### config.mk
export PLATFORM = sky130hd
export DESIGN_NAME = uart_rx
export DESIGN_NICKNAME = d
export VERILOG_FILES = /design/src/rtl/uart_rx.sv
export SDC_FILE = /design/constraint.sdc
export NUM_CORES = 1
export LEC_CHECK = 0
export ABC_AREA = 0
export BUFFER_PORTS_ARGS = -buffer_cell sky130_fd_sc_hd__buf_4
export CORE_MARGIN = 2
export CORE_UTILIZATION = 38
export DETAILED_ROUTE_END_ITERATION = 10
export PLACE_DENSITY_LB_ADDON = 0.1
export SETUP_SLACK_MARGIN = 0.15
export SLEW_MARGIN = 20
export SYNTH_ARGS = -nofsm -noshare
export SYNTH_HDL_FRONTEND = slang
export SYNTH_SLANG_ARGS = --single-unit
### constraint.sdc
create_clock -name clk -period 2.4 [get_ports clk]
set_input_delay 0.24 -clock clk [delete_from_list [all_inputs] [get_ports clk]]
set_output_delay 0.24 -clock clk [all_outputs]
set_load 0.005 [all_outputs]
### src/rtl/uart_rx.sv
// 8N1 UART receiver: two-flop synchroniser, falling-edge start detect, mid-bit sampling,
// one-cycle strobes for good bytes and framing errors.
module uart_rx #(
    parameter int unsigned BAUD = 1_000_000,
    parameter int unsigned FCLK = 50_000_000
) (
    input  logic       clk,
    input  logic       rst,
    input  logic       rx,
    output logic [7:0] rx_data,
    output logic       rx_valid,
    output logic       rx_frame_err,
    output logic       rx_idle
);

    localparam int unsigned CBIT  = FCLK / BAUD;
    localparam int unsigned CNT_W = $clog2(CBIT);
    localparam logic [CNT_W-1:0] CNT_LAST = CNT_W'(CBIT - 1);
    localparam logic [CNT_W-1:0] CNT_HALF = CNT_W'(CBIT / 2 - 1);

    generate
        if (CBIT < 4) begin : g_cbit_check
            $error("uart_rx: FCLK/BAUD must be at least 4");
        end
    endgenerate

    typedef enum logic [1:0] {
        IDLE,
        START,
        DATA,
        STOP
    } state_t;

    state_t           state_q, state_d;
    logic             rx_meta, rx_s, rx_prev;
    logic [CNT_W-1:0] cnt_q, cnt_d;
    logic [2:0]       bit_idx_q, bit_idx_d;
    logic [7:0]       shreg_q, shreg_d;
    logic [7:0]       data_d;
    logic             valid_d, err_d;
    logic             fall;

    assign fall = rx_prev & ~rx_s;

    // State, counters, synchroniser and registered outputs
    always_ff @(posedge clk) begin
        if (rst) begin
            rx_meta      <= 1'b1;
            rx_s         <= 1'b1;
            rx_prev      <= 1'b1;
            state_q      <= IDLE;
            cnt_q        <= '0;
            bit_idx_q    <= '0;
            shreg_q      <= '0;
            rx_data      <= 8'h00;
            rx_valid     <= 1'b0;
            rx_frame_err <= 1'b0;
            rx_idle      <= 1'b1;
        end else begin
            rx_meta      <= rx;
            rx_s         <= rx_meta;
            rx_prev      <= rx_s;
            state_q      <= state_d;
            cnt_q        <= cnt_d;
            bit_idx_q    <= bit_idx_d;
            shreg_q      <= shreg_d;
            rx_data      <= data_d;
            rx_valid     <= valid_d;
            rx_frame_err <= err_d;
            rx_idle      <= (state_d == IDLE);
        end
    end

    // Next-state and output decode; cnt restarts on every state change
    always_comb begin
        state_d   = state_q;
        cnt_d     = cnt_q + 1'b1;
        bit_idx_d = bit_idx_q;
        shreg_d   = shreg_q;
        data_d    = rx_data;
        valid_d   = 1'b0;
        err_d     = 1'b0;

        case (state_q)
            IDLE: begin
                cnt_d = '0;
                if (fall) begin
                    state_d = START;
                end
            end
            START: begin
                if (cnt_q == CNT_HALF) begin
                    cnt_d = '0;
                    if (!rx_s) begin
                        state_d   = DATA;
                        bit_idx_d = '0;
                    end else begin
                        state_d = IDLE;
                    end
                end
            end
            DATA: begin
                if (cnt_q == CNT_LAST) begin
                    cnt_d              = '0;
                    shreg_d[bit_idx_q] = rx_s;
                    bit_idx_d          = bit_idx_q + 1'b1;
                    if (bit_idx_q == 3'd7) begin
                        state_d = STOP;
                    end
                end
            end
            STOP: begin
                // Leaving at mid-stop leaves half a bit to catch a back-to-back start edge
                if (cnt_q == CNT_LAST) begin
                    cnt_d   = '0;
                    state_d = IDLE;
                    if (rx_s) begin
                        data_d  = shreg_q;
                        valid_d = 1'b1;
                    end else begin
                        err_d = 1'b1;
                    end
                end
            end
            default: begin
                state_d = IDLE;
                cnt_d   = '0;
            end
        endcase
    end

endmodule

Word-level counts from Yosys, hierarchy flattened
Cells that the tools add are included.
{"block": "word_totals", "ff_bits": 33, "inputBits": 3, "out_inout_bits": 11, "elab_cells": 56}
{"block": "op_classes", "addsub": 2, "magnitude_cmp": 2, "eq_ne": 9, "mux": 19, "bitwise": 4, "reduce_logical": 9}
{"op": "$pmux W6 S3", "n": 1}
{"op": "$mux W2", "n": 6}
{"op": "$mux W6", "n": 2}
{"op": "$mux W3", "n": 3}
{"op": "$bwmux W8", "n": 1}
{"op": "$pmux W2 S4", "n": 1}
{"op": "$add A6 B1 Y6 const B", "n": 1}
{"op": "$eq A6 B5 Y1 const B", "n": 1}
{"op": "$eq A6 B6 Y1 const B", "n": 1}
{"op": "$ne A2 B2 Y1 const B", "n": 3}
{"op": "$pmux W3 S2", "n": 1}
{"op": "$eq A2 B2 Y1 const B", "n": 2}
{"op": "$logic_not A2 Y1", "n": 2}
{"op": "$lt A3 B4 Y1 const B", "n": 1}
{"op": "$reduce_and A4 Y1", "n": 1}
{"op": "$add A3 B1 Y3 const B", "n": 1}
{"op": "$demux W1 S3", "n": 1}
{"op": "$eq A3 B3 Y1 const B", "n": 1}
{"op": "$ge A3 B1 Y1 const B", "n": 1}
{"op": "$mux W1", "n": 3}
{"op": "$not A1 Y1", "n": 3}
{"op": "$reduce_and A3 Y1", "n": 1}
{"op": "$reduce_or A3 Y1", "n": 1}
{"op": "$eq A2 B1 Y1 const B", "n": 1}
{"op": "5 further kinds", "n": 5}

Logic depth before layout (Yosys ltp)
Gate-level depths: netlist of run 1.
{"block": "logic_depth", "ltp_word": 5, "ltp_mapped": 6, "depth_no_buf": 6}

Worst setup path before layout of run 1
No wires, ideal clock.
{"block": "synth_timing", "kind": "register to register", "startpoint": "reg cnt_q[4]", "endpoint": "reg rx_idle", "setup_time_ns": 0.128, "arrival_ns": 1.548, "t_required_ns": 2.272, "slack_ns": 0.724, "stages_incl_launch_ff": 6, "n_path_buf": 1, "path_cell_list": "dfxtp_1 -> or3b_1 -> buf_2 -> or4_1 -> a31oi_1 -> a211oi_1"}
{"block": "synth_via", "elab_chain_len": 4, "elab_cells_between_ends": 7, "cone_classes": "eq/ne: 2; mux: 4; reduce/logical: 1"}
{"item": "start: declaration", "line_no": "36", "rtl": "logic [CNT_W-1:0] cnt_q, cnt_d;"}
{"item": "start signal: assignment", "line_no": "64", "rtl": "cnt_q <= cnt_d;"}
{"item": "$eq A6 B6 Y1 / $eq A6 B5 Y1 (equally long branches)", "line_no": "103, 114, 92"}
{"item": "$mux W2, on equally long branches", "line_no": "114, 103, 92"}
{"item": "$pmux W2 S4 *", "line_no": "84", "rtl": "case (state_q)"}
{"item": "$logic_not A2 Y1 *", "line_no": "70", "rtl": "rx_idle <= (state_d == IDLE);"}
{"item": "end signal: assignment", "line_no": "70"}
{"item": "end: declaration", "line_no": "13", "rtl": "output logic rx_idle"}
Every way passes the cells marked *; elsewhere a longest branch is shown, timed or not.
A chain may end at the register's enable or synchronous reset.

Worst setup path in the final report of run 1
Ends and elaborated chain as after synthesis.

==> impl_metrics.py, run 1 <==
metrics = {
    "yosys": {
        "syn_nets": 157,
        "synth_edf_count": 0,
        "synth_cell_types": 33,
        "synth-seq-cells": 33,
        "syn_avg_cell_area_um2": 9.45,
        "yosysTopAreaCell": "dfxtp_1",
        "yosysSeqAreaShare": 0.469,
        "ys_warn_count": 0,
        "yosys.area.top_type_share": 0.469,
        "synth.most_common_cell": "dfxtp_1",
        "synth_flop_cell": "dfxtp_1",
        "synthTopCellsByArea": "dfxtp_1, mux2i_1, nor2_1, ha_1, nor4_1",
        "syn_inst": 149,
        "synth_commonest_cells": "dfxtp_1, nor2_1, mux2i_1",
        "synthArstFlopShare": 0,
        "syn_area_um2": 1410,
    },
    "finish": {
        "final_cells": 210,
        "finish.utilization": 0.446,
        "area_growth_pct": 14.3,
        "regArea_um2": 661,
        "n_antenna_cell": 0,
        "multiInputGateArea_um2": 684,
        "num-fill-cells": 377,
        "fin_nets": 169,
        "drive_above_1_share": 0.148,
    },
    "pwr": {
        "p_sw_uw": 200,
        "internal-power_uw": 768,
        "irDropWorstVdd_v": 0.000405,
        "combPwrFrac": 0.023,
        "power.share.clock": 0.400,
        "powerDensity_nw_per_um2": 602,
        "switching_share": 0.207,
        "power.leakage_nw": 0.564,
        "seqPwrFrac": 0.577,
    },
    "clock_tree": {
        "numCtsBuffers": 5,
        "ctsHoldBuffers": 0,
        "post_cts_buffers": 0,
        "root_buffer": "clkbuf_8",
        "cts_tree": "done",
        "path_clk_slew_ns": 0.06,
        "clockBufferDepth": 2,
        "h-tree-depth": 2,
        "cts_resized": 0,
        "clkLatencyLatePin_ns": 0.28,
        "clock-sinks": 33,
    },
    "detailed_routing": {
        "dr.pass1.iters": 4,
        "drtAntennaViolNets": 0,
        "routed_wirelength_um": 2570,
        "drt-initial-drc-count": 109,
        "vias": 1051,
        "avgViaCountPerCell": 5.00,
        "drt-wirelength-per-cell_um": 12.2,
        "drc": 0,
    },
    "sta": {
        "rsz0062_at_grt": "no",
        "final_max_slew_viol_count": 0,
        "setup_tns_ns": 0,
        "fin_crit_sh": 0.805,
        "maxSlewHeadroom": 0.663,
        "timing.final.ws_setup_ns": 0.468,
        "finalHoldViolations": 0,
        "setup_viol_count_final": 0,
        "worst_slew_pin_slew_ns": 0.503,
        "fin_skew_ns": 0.00412,
        "period_minus_slack_ns": 1.93,
        "clock.fmax_mhz": 518,
    },
    "grt": {
        "grt_use_total": 0.149,
        "antenna_found_initial": 0,
        "grt_overflow": 0,
        "grt_max_degree": 27,
        "grt_pass1_vias": 1021,
        "grt_first_pass_wirelength_um": 4690,
    },
    "worst_hold_path": {
        "hold_path.class": "in -> reg",
        "whs_path_depth": 2,
    },
    "floorplan": {
        "num_rows": 22,
        "io_pins": 14,
        "die_y_um": 64.9,
        "core-area_um2": 3610,
        "die-area_um2": 4210,
        "fp.dieW_um": 64.9,
        "start_util": 0.390,
    },
    "placement": {
        "post-place-cells": 202,
        "gp_congestion": 0.788,
        "dp_hpwl_um": 1790,
        "dp_slack_ns": 0.483,
        "portBuffers": 13,
    },
    "critical_path": {
        "reg2reg_depth": 4,
        "critical_path_arrival_ns": 2.10,
        "critPathLaunchType": "flop",
        "end_kind": "flop",
        "required_ns": 2.57,
        "worst-path-max-fanout": 14,
        "crit_type": "reg -> reg",
    },
    "flow_run": {
        "max_cap_violations": 0,
    },
    "run_status": {
        "status": "completed",
    },
}
[sequential cells by signal, summed over array words and instances (netlist names)]
register,count
bit_idx_q,3
cnt_q,6
rx_data,8
rx_frame_err,1
rx_idle,1
rx_meta,1
rx_prev,1
rx_s,1
rx_valid,1
shreg_q,8
state_q,2
[area by class of cell]
type                            count  share of cell area
Inverter                            5              0.0117
Multi-Input combinational cell    102               0.425
Tap cell                           48              0.0373
Sequential cell                    33               0.411
Timing Repair Buffer               14              0.0653
Clock buffer                        8              0.0498
[cell usage in the layout (no fill, tap or decap), types with 2 or more instances in the layout]
cell type  count
nand4b_1       3
nor4b_1        2
clkbuf_1       3
nor3_1         4
a21o_1         2
xor2_1         2
buf_4         14
or2_2          4
a21oi_1        4
nand3_1        7
xnor2_1        2
ha_1           5
clkbuf_8       5
nor4_1         6
nor2_1        25
o21ai_0        2
mux2i_1       16
dfxtp_1       33
nand2_1        4
nand2b_1       2
inv_1          5
[metrics by stage]
step | hold slack [ns] | instance area, um2 | power, mW
after detailed placement | 0.393 | 1530 | 0.594
after floorplan | 0.344 | 1410 | 0.586
final | 0.138 | 1610 | 0.968
after global routing | 0.153 | 1610 | 1.01
after global placement | 0.392 | 1530 | 0.593
after CTS | 0.131 | 1610 | 0.982
[worst paths after layout]
path | start | end | slack [ns]
setup / recovery | cnt_q[4] | rx_idle | 0.47
hold / removal | rx | rx_meta | 0.14
setup reg to reg | cnt_q[4] | rx_idle | 0.47
hold reg to reg | rx_meta | rx_s | 0.41
[worst max-delay path, stage by stage, from the launching register on]
cell and delay [ns]:
dfxtp_1 0.39, or3b_1 0.58, or4_1 0.54, a31oi_1 0.25
a211oi_1 0.06
[metal layers]
layer / up-vias / track usage / part of all wire
li1: 542 / - / -
met1: 489 / 0.174 / 0.47
met2: 14 / 0.233 / 0.47
met3: 6 / 0.0417 / 0.038
met4: 0 / 0.104 / 0.021
met5: - / 0 / 0
[cell families after synthesis]
logic type,share of synthesized area
simple gates,0.250
fa+ha+maj,0.0444
flops,0.469
compound gates,0.0533
mux,0.114
buf+inv,0.0444
xor+xnor,0.0249
[power groups by stage]
stage / registers (mW) / logic [mW] / clock network, mW
2_1_floorplan: 0.566 / 0.0195 / 0
3_5_place_dp: 0.571 / 0.0230 / 0
3_3_place_gp: 0.571 / 0.0225 / 0
6_report: 0.558 / 0.0226 / 0.387
5_1_grt: 0.559 / 0.0258 / 0.424
4_1_cts: 0.558 / 0.0231 / 0.401
(Power assumes the default switching activity.)
==> run 2: changes to the inputs <==
- clock period: 2.4 -> 1.9 ns (I/O delays scaled with it)
==> impl_metrics.py, run 2 (synthesis results as in run 1) <==
metrics = {
    "run_status": {
        "status": "completed",
    },
    "worst_hold_path": {
        "hold_path.class": "in -> reg",
    },
    "clock_tree": {
        "clkLatencyLatePin_ns": 0.28,
        "ctsHoldBuffers": 0,
        "clockBufferDepth": 2,
        "root_buffer": "clkbuf_8",
        "cts_tree": "done",
        "h-tree-depth": 2,
        "numCtsBuffers": 5,
        "path_clk_slew_ns": 0.07,
        "clock-sinks": 33,
    },
    "sta": {
        "final_max_slew_viol_count": 0,
        "fin_skew_ns": 0.00539,
        "fin_crit_sh": 0.891,
        "maxSlewHeadroom": 0.682,
        "period_minus_slack_ns": 1.69,
        "setup_viol_count_final": 0,
        "setup_tns_ns": 0,
        "rsz0062_at_grt": "no",
        "clock.fmax_mhz": 591,
        "whs_ns": 0.0927,
        "worst_slew_pin_slew_ns": 0.471,
        "finalHoldViolations": 0,
    },
    "floorplan": {
        "die_y_um": 64.9,
        "num_rows": 22,
        "start_util": 0.390,
        "core-area_um2": 3610,
        "io_pins": 14,
        "die-area_um2": 4210,
        "fp.dieW_um": 64.9,
    },
    "grt": {
        "grt_overflow": 0,
        "grt_first_pass_wirelength_um": 4730,
        "antenna_found_initial": 0,
        "grt_max_degree": 27,
        "grt_pass1_vias": 1072,
        "grt_use_total": 0.147,
    },
    "detailed_routing": {
        "routed_wirelength_um": 2720,
        "vias": 1083,
        "drc": 0,
        "drtAntennaViolNets": 0,
        "drt-initial-drc-count": 41,
        "avgViaCountPerCell": 4.95,
        "drt-wirelength-per-cell_um": 12.4,
        "dr.pass1.iters": 4,
    },
    "critical_path": {
        "required_ns": 2.06,
        "worst-path-max-fanout": 6,
        "crit_type": "reg -> reg",
        "end_kind": "flop",
        "critPathLaunchType": "flop",
        "critical_path_arrival_ns": 1.86,
    },
    "pwr": {
        "powerDensity_nw_per_um2": 744,
        "p_total_mw": 1.30,
        "power.leakage_nw": 0.632,
        "irDropWorstVdd_v": 0.000459,
    },
    "placement": {
        "dp_hpwl_um": 1920,
        "dpl-instance-area_um2": 1590,
        "portBuffers": 13,
        "gp_congestion": 0.897,
    },
    "finish": {
        "n_antenna_cell": 0,
        "drive_above_1_share": 0.263,
        "largestRegisters": "rx_data x8, shreg_q x8, cnt_q x6",
        "layout_common_cells": "dfxtp_1, nor2_1, buf_4",
        "final_common_cell": "dfxtp_1",
        "fin_nets": 178,
        "post-route-cell-area_um2": 1750,
        "area_growth_pct": 24.4,
    },
    "flow_run": {
        "max_cap_violations": 0,
    },
}
run 2: changes by cell type in the layout (fill, tap and decap cells not counted), moves of 2 or more:
cell	delta
clkbuf_1	-3
nor4_2	+3
nor4_1	-3
dfxtp_2	+2
buf_4	+7
dfxtp_1	-2
clkbuf_8	+2
run 2: metrics by stage:
stage / util / worst slack (ns) / cells
2_1_floorplan: - / 0.224 / 149
4_1_cts: 0.471 / 0.0943 / 217
3_3_place_gp: 0.442 / 0.138 / 209
3_5_place_dp: 0.442 / 0.113 / 209
5_1_grt: 0.486 / 0.157 / 219
6_report: 0.486 / 0.207 / 219
run 2: worst max-delay path, stage by stage (launching register included):
cell and delay (ns):
dfxtp_1 0.37, or4b_1 0.59, nor3_1 0.33, mux2i_1 0.23
nor2_1 0.06
run 2: report_power, final:
part / internal [mW] / switching [mW]
Combinational: 0.0143 / 0.0172
Clock: 0.327 / 0.240
Sequential: 0.698 / 0.00717
Total: 1.04 / 0.265
run 2: what timing repair did:
item	CTS	global route
pin swaps	0	3
buffers inserted	0	2
endpoints found under the setup margin	12	13
resized for setup	1	9
run 2: layout make-up:
| cell class | instances | area, um2 |
|---|---|---|
| Fill cell | 357 | 1850 |
| Clock inverter | 1 | 5.00 |
| Inverter | 5 | 18.8 |
| Multi-Input combinational cell | 102 | 719 |
| Timing Repair Buffer | 23 | 189 |
| Clock buffer | 7 | 96.3 |
| Sequential cell | 33 | 663 |
| Tap cell | 48 | 60.1 |
run 2: final timing paths:
| check | startpoint | end | slack (ns) | cells past startpoint |
|---|---|---|---|---|
| worst max-delay path | state_q[0] | shreg_q[3] | 0.21 | 4 |
| worst min register to register | rx_meta | rx_s | 0.41 | 1 |
| worst min-delay path | rx | rx_meta | 0.09 | 2 |
| worst max register to register | state_q[0] | shreg_q[3] | 0.21 | 4 |
run 2: metal layers:
metal,up-vias,global-route usage,part of all wire
li1,558,-,-
met1,496,0.173,0.49
met2,22,0.232,0.44
met3,7,0.0590,0.044
met4,0,0.0665,0.021
met5,-,0,0
